File: src/rtl/print_seq.sv
// Character-RAM to UART byte sequencer.
// Streams NUL-terminated text MSB-first, one RAM word at a time.
module print_seq #(
  parameter int WIDTH = 64,
  parameter int DEPTH = 16,
  parameter int DEPL2 = 4
) (
  input  logic             clk_i,
  input  logic             nrst_i,
  input  logic             start_i,
  output logic [DEPL2-1:0] addr_o,
  input  logic [WIDTH-1:0] data_i,
  output logic [7:0]       tx_data_o,
  output logic             tx_valid_o,
  input  logic             tx_ready_i,
  output logic             busy_o,
  output logic             done_o
);

  localparam int NB = WIDTH / 8;
  localparam int IW = (NB > 1) ? $clog2(NB) : 1;

  typedef enum logic [2:0] {
    IDLE,
    FETCH,
    LOAD,
    SEND,
    DONE
  } state_t;

  state_t           state_q, state_d;
  logic [DEPL2-1:0] addr_q, addr_d;
  logic [WIDTH-1:0] sreg_q, sreg_d;
  logic [IW-1:0]    idx_q, idx_d;

  logic [WIDTH-1:0] shifted;
  logic [7:0]       nxt_byte;
  logic             xfer;
  logic             last_b;
  logic             last_w;

  assign shifted  = sreg_q << 8;
  assign nxt_byte = shifted[WIDTH-1 -: 8];
  assign xfer     = (state_q == SEND) && tx_ready_i;
  assign last_b   = (idx_q == IW'(NB - 1));
  assign last_w   = (addr_q == DEPL2'(DEPTH - 1));

  always_ff @(posedge clk_i or negedge nrst_i) begin
    if (!nrst_i) begin
      state_q <= IDLE;
      addr_q  <= '0;
      sreg_q  <= '0;
      idx_q   <= '0;
    end else begin
      state_q <= state_d;
      addr_q  <= addr_d;
      sreg_q  <= sreg_d;
      idx_q   <= idx_d;
    end
  end

  always_comb begin
    state_d = state_q;
    addr_d  = addr_q;
    sreg_d  = sreg_q;
    idx_d   = idx_q;
    unique case (state_q)
      IDLE: begin
        if (start_i) begin
          addr_d  = '0;
          state_d = FETCH;
        end
      end
      FETCH: state_d = LOAD;
      LOAD: begin
        sreg_d  = data_i;
        idx_d   = '0;
        state_d = (data_i[WIDTH-1 -: 8] == 8'h00) ? DONE : SEND;
      end
      SEND: begin
        if (xfer) begin
          if (!last_b) begin
            sreg_d  = shifted;
            idx_d   = idx_q + IW'(1);
            state_d = (nxt_byte == 8'h00) ? DONE : SEND;
          end else if (last_w) begin
            state_d = DONE;
          end else begin
            addr_d  = addr_q + DEPL2'(1);
            state_d = FETCH;
          end
        end
      end
      DONE:    state_d = IDLE;
      default: state_d = IDLE;
    endcase
  end

  assign addr_o     = addr_q;
  assign tx_data_o  = sreg_q[WIDTH-1 -: 8];
  assign tx_valid_o = (state_q == SEND);
  assign busy_o     = (state_q != IDLE);
  assign done_o     = (state_q == DONE);

endmodule

File: config.mk
export PLATFORM = sky130hd
export DESIGN_NAME = print_seq
export DESIGN_NICKNAME = d
export VERILOG_FILES = /design/src/rtl/print_seq.sv
export SDC_FILE = /design/constraint.sdc
export NUM_CORES = 1
export LEC_CHECK = 0
export CAP_MARGIN = 20
export CORE_ASPECT_RATIO = 1.5
export CORE_MARGIN = 5
export CORE_UTILIZATION = 54
export DETAILED_ROUTE_END_ITERATION = 8
export PLACE_DENSITY = 0.95
export SLEW_MARGIN = 15
export SYNTH_ARGS = -nofsm -noshare
export SYNTH_HDL_FRONTEND = slang
export SYNTH_SLANG_ARGS = --single-unit
File: constraint.sdc
create_clock -name clk_i -period 2.8 [get_ports clk_i]
set_clock_uncertainty 0.05 [all_clocks]
set_input_delay 0.42 -clock clk_i [delete_from_list [all_inputs] [get_ports clk_i]]
set_output_delay 0.42 -clock clk_i [all_outputs]
set_load 0.02 [all_outputs]
==> flow_results.org <==
** Outcome
- The run finished with clean final reports.

** Worst setup path
- Number of cells on the critical path :: 3
- Worst setup SP type :: flip-flop
- Measured in cells, the most critical reg-to-reg path has a length of 7.
- In this design, the largest share of critical-path delay is due to buffers and inverters.
- STA classifies the critical path endpoint as an output port.
- Crit-path slowest cell :: sky130_fd_sc_hd__clkdlybuf4s50_1
- WP data arrival :: 1910 ps
- CP peak stage delay :: about 550 ps
- In this run the worst path has a maximum fanout of 11.
- WP buf/inv :: 2
- Critical path type :: reg2out
- Cells along the critical path :: nor3_1 -> inv_1 -> clkdlybuf4s50_1
- Worst path required time :: 2330 ps

** STA
- Summed over all failing endpoints, the final setup total negative slack is 0 ps.
- The final hold violation count was 0.
- Fmax achieved :: 420.1 MHz
- Setup repair after global routing left no endpoint under its margin.
- Headroom to the max-slew limit came out at 39.44%.
- Count of final max-slew check failures :: 0
- For the pin with the worst max-slew slack, the measured transition is 908.5 ps.
- Final critical delay including setup and external delays :: 2380 ps
- Hold timing on the final database bottoms out at a slack of about 150 ps.
- Setup violations remaining at the end of the flow were counted as 0.
- The final critical path takes up a little under nine tenths of the cycle.

** Power
- The internal portion of the total power is 2.657 mW.
- Total net switching power :: 1.666 mW
- In this run, the clock network consumes 16.6% of the power.
- Maximum vdd drop :: 0.0006001 V
- Power, Total :: 4.324 mW
- Switching power share of the total :: approximately 39%
- Combinational cells account for 39.6% of the total power.
- Registers are responsible for 43.7% of the overall power.
- Static leakage power :: 1.899 nW
- Power spread over the standard cell area amounts to 972.3 nW/um^2.

** Floorplanning
- Die height :: 109 um
- Starting density of the core :: 54.78%
- Placeable core region :: roughly 6400 sq um
- Placement row count :: 36
- 83 I/O pins were placed.
- Overall die width :: 76 um
- Area enclosed by the die boundary :: 8284 sq um

** Synth
- Post-Syn Instances :: 404
- Net count after synthesis :: 475
- Number of different library cells in the post-synthesis netlist :: 39
- By area the synthesized netlist is led by sky130_fd_sc_hd__dfrtp_1 (52%), sky130_fd_sc_hd__nand2_1 (13%), sky130_fd_sc_hd__a31oi_1 (9.9%).
- Synth Area per Inst :: 8.734 sq um
- The synthesized design contains 0 enable-type register cells.
- In this run the biggest area consumer among cell types represents between 50% and 60% of the synthesized area.
- The commonest cells after synthesis are sky130_fd_sc_hd__nand2_1 (122), sky130_fd_sc_hd__dfrtp_1 (74), sky130_fd_sc_hd__nor2_1 (59).
- Async set-or-reset flop fraction in the synthesized netlist :: 100.0%
- Number of synthesized register bits :: between 70 and 80
- Synth Cell Area :: 3528 sq um
- Leading cell type by number of instances after synthesis :: sky130_fd_sc_hd__nand2_1
- Post-synth top area cell :: sky130_fd_sc_hd__dfrtp_1
- The Yosys step of the flow raised 0 warnings.
- Post-synthesis sequential area ratio :: 52.48%
- The most used flip-flop cell after synthesis is sky130_fd_sc_hd__dfrtp_1.

** Clock tree
- Post CTS Setup Buffer Count :: 0
- The number of clock buffers added by TritonCTS is 9.
- Worst skew pair latency :: 340 ps
- The clock passes through at most 2 buffers.
- Clock slew at the register clock pins of the worst setup and hold paths :: 70 ps
- TritonCTS built the clock tree.
- Gates resized, CTS repair :: 0
- The tree is rooted in a sky130_fd_sc_hd__clkbuf_8.
- Counting every sink on the clock net gives 74.
- The number of hold buffers added after CTS was 0.
- Depth of the CTS H-tree :: 3

** Detailed routing
- Summed over all layers, the routed wires come to between 7000 and 8000 um.
- The pre-antenna-repair detailed-routing pass consisted of 4 iterations.
- Wire per inst :: about 15 um
- For this run, design rule violations remaining after detail routing come to 0.
- DRC violation total after the first TritonRoute iteration :: 238
- The detailed router placed 3050 vias in this run.
- The detail route stage leaves a number of antenna-violating nets equal to 0.
- After detailed routing, the number of vias per cell comes to between 5 and 6.

** Worst hold path
- Worst min-delay path category :: in2async

** Cells and area
- Ant diodes :: 0
- The post-route netlist has 5.970% of its cells at a drive strength greater than 1.
- Once layout is done, the placed cells without fillers occupy 4447 sq um.
- Number of nets in the finished design :: 536
- P&R area growth vs syn :: 26.03%

** Placed design
- Once detailed placement completed, the half-perimeter wirelength came to 5559 um.
- Gp weighted congestion :: roughly 0.8
- Port bufs :: 82
- Placed instance area :: 4277 sq um

** Global routing
- Pin count of the biggest net entering global routing :: 114
- Vias in the first global route :: 3041
- The number of antenna violations at the first check in global routing came to 0.
- Global routing used 20.36% of the available tracks.
- Grt total ovfl :: 0
- Wire length of the first global-routing pass :: between 10000 and 15000 um

** Job
- Max cap viols :: 0
[per-layer routing]
layer | GRT usage [%] | vias to the layer above | routed length (um)
li1 | - | 1494 | -
met1 | 23.92 | 1444 | 3222
met2 | 35.36 | 96 | 4101
met3 | 4.215 | 16 | 466
met4 | 9.924 | 0 | 195
met5 | 0 | - | 0
[stage by stage]
stage / worst slack (ps) / instances / util [%]
5_1_grt: 338.8 / 545 / 69.04
4_1_cts: 432.5 / 545 / 69.04
3_3_place_gp: 763.4 / 530 / 66.39
2_1_floorplan: 1026 / 404 / -
6_report: 419.6 / 545 / 69.04
3_5_place_dp: 680.0 / 530 / 66.39
[sequential cells by signal, indices dropped and copies added, names as in the netlist]
name     flops
sreg_q      64
idx_q        3
addr_o       4
state_q      3
[final timing paths]
path,startpoint,endpoint,slack (ps)
max in group asynchronous,nrst_i,sreg_q[12]$_DFFE_PN0P_,1950
hold / removal,nrst_i,sreg_q[38]$_DFFE_PN0P_,150
min in group clk_i,sreg_q[6]$_DFFE_PN0P_,sreg_q[6]$_DFFE_PN0P_,460
hold reg to reg,sreg_q[6]$_DFFE_PN0P_,sreg_q[6]$_DFFE_PN0P_,460
setup reg to reg,idx_q[0]$_DFFE_PN0P_,sreg_q[15]$_DFFE_PN0P_,720
setup / recovery,state_q[0]$_DFFE_PN0P_,busy_o,420
[logic make-up after synthesis]
family                     after synthesis  share of synthesized area, %
AOI/OAI and AO/OA                       81                         15.50
adders and majority gates                3                         1.064
buffers and inverters                   38                         6.206
DFF                                     74                         52.48
muxes                                    2                        0.6028
and+or+nand+nor                        206                         24.15
[cells in the final DEF (no fill, tap or decap), drive strengths merged, types with 2 or more instances in the layout]
cell,synthesis,routed
clkinv,0,3
nand2,122,122
o211ai,2,2
inv,3,3
nor4,4,4
nor2,60,60
buf,28,4
nand3,5,5
a22o,9,9
dfrtp,74,74
nor3,3,3
a21oi,4,4
nor3b,2,2
clkbuf,7,12
a22oi,2,2
nand2b,2,2
clkdlybuf4s50,0,81
a31oi,56,56
o21ai,4,4
ha,3,3
[power by group through the flow]
stage	Clock [mW]	Sequential, mW	Combinational (mW)
finish	0.719	1.89	1.71
global route	0.784	1.95	1.95
CTS	0.728	1.89	1.74
detailed placement	0	1.91	1.73
global placement	0	1.88	1.65
floorplan	0	1.81	1.37
[layout make-up]
cell class              instances  area [sq um]
clock buffers                  12         155.1
well taps                      76         95.09
flip-flops and latches         74          1852
clock inverters                 3         15.01
repair buffers                 85         853.3
inverters                       3         11.26
fillers                       501          1994
multi-input cells             292          1465
No activity file was read; power rests on OpenSTA's default activity.
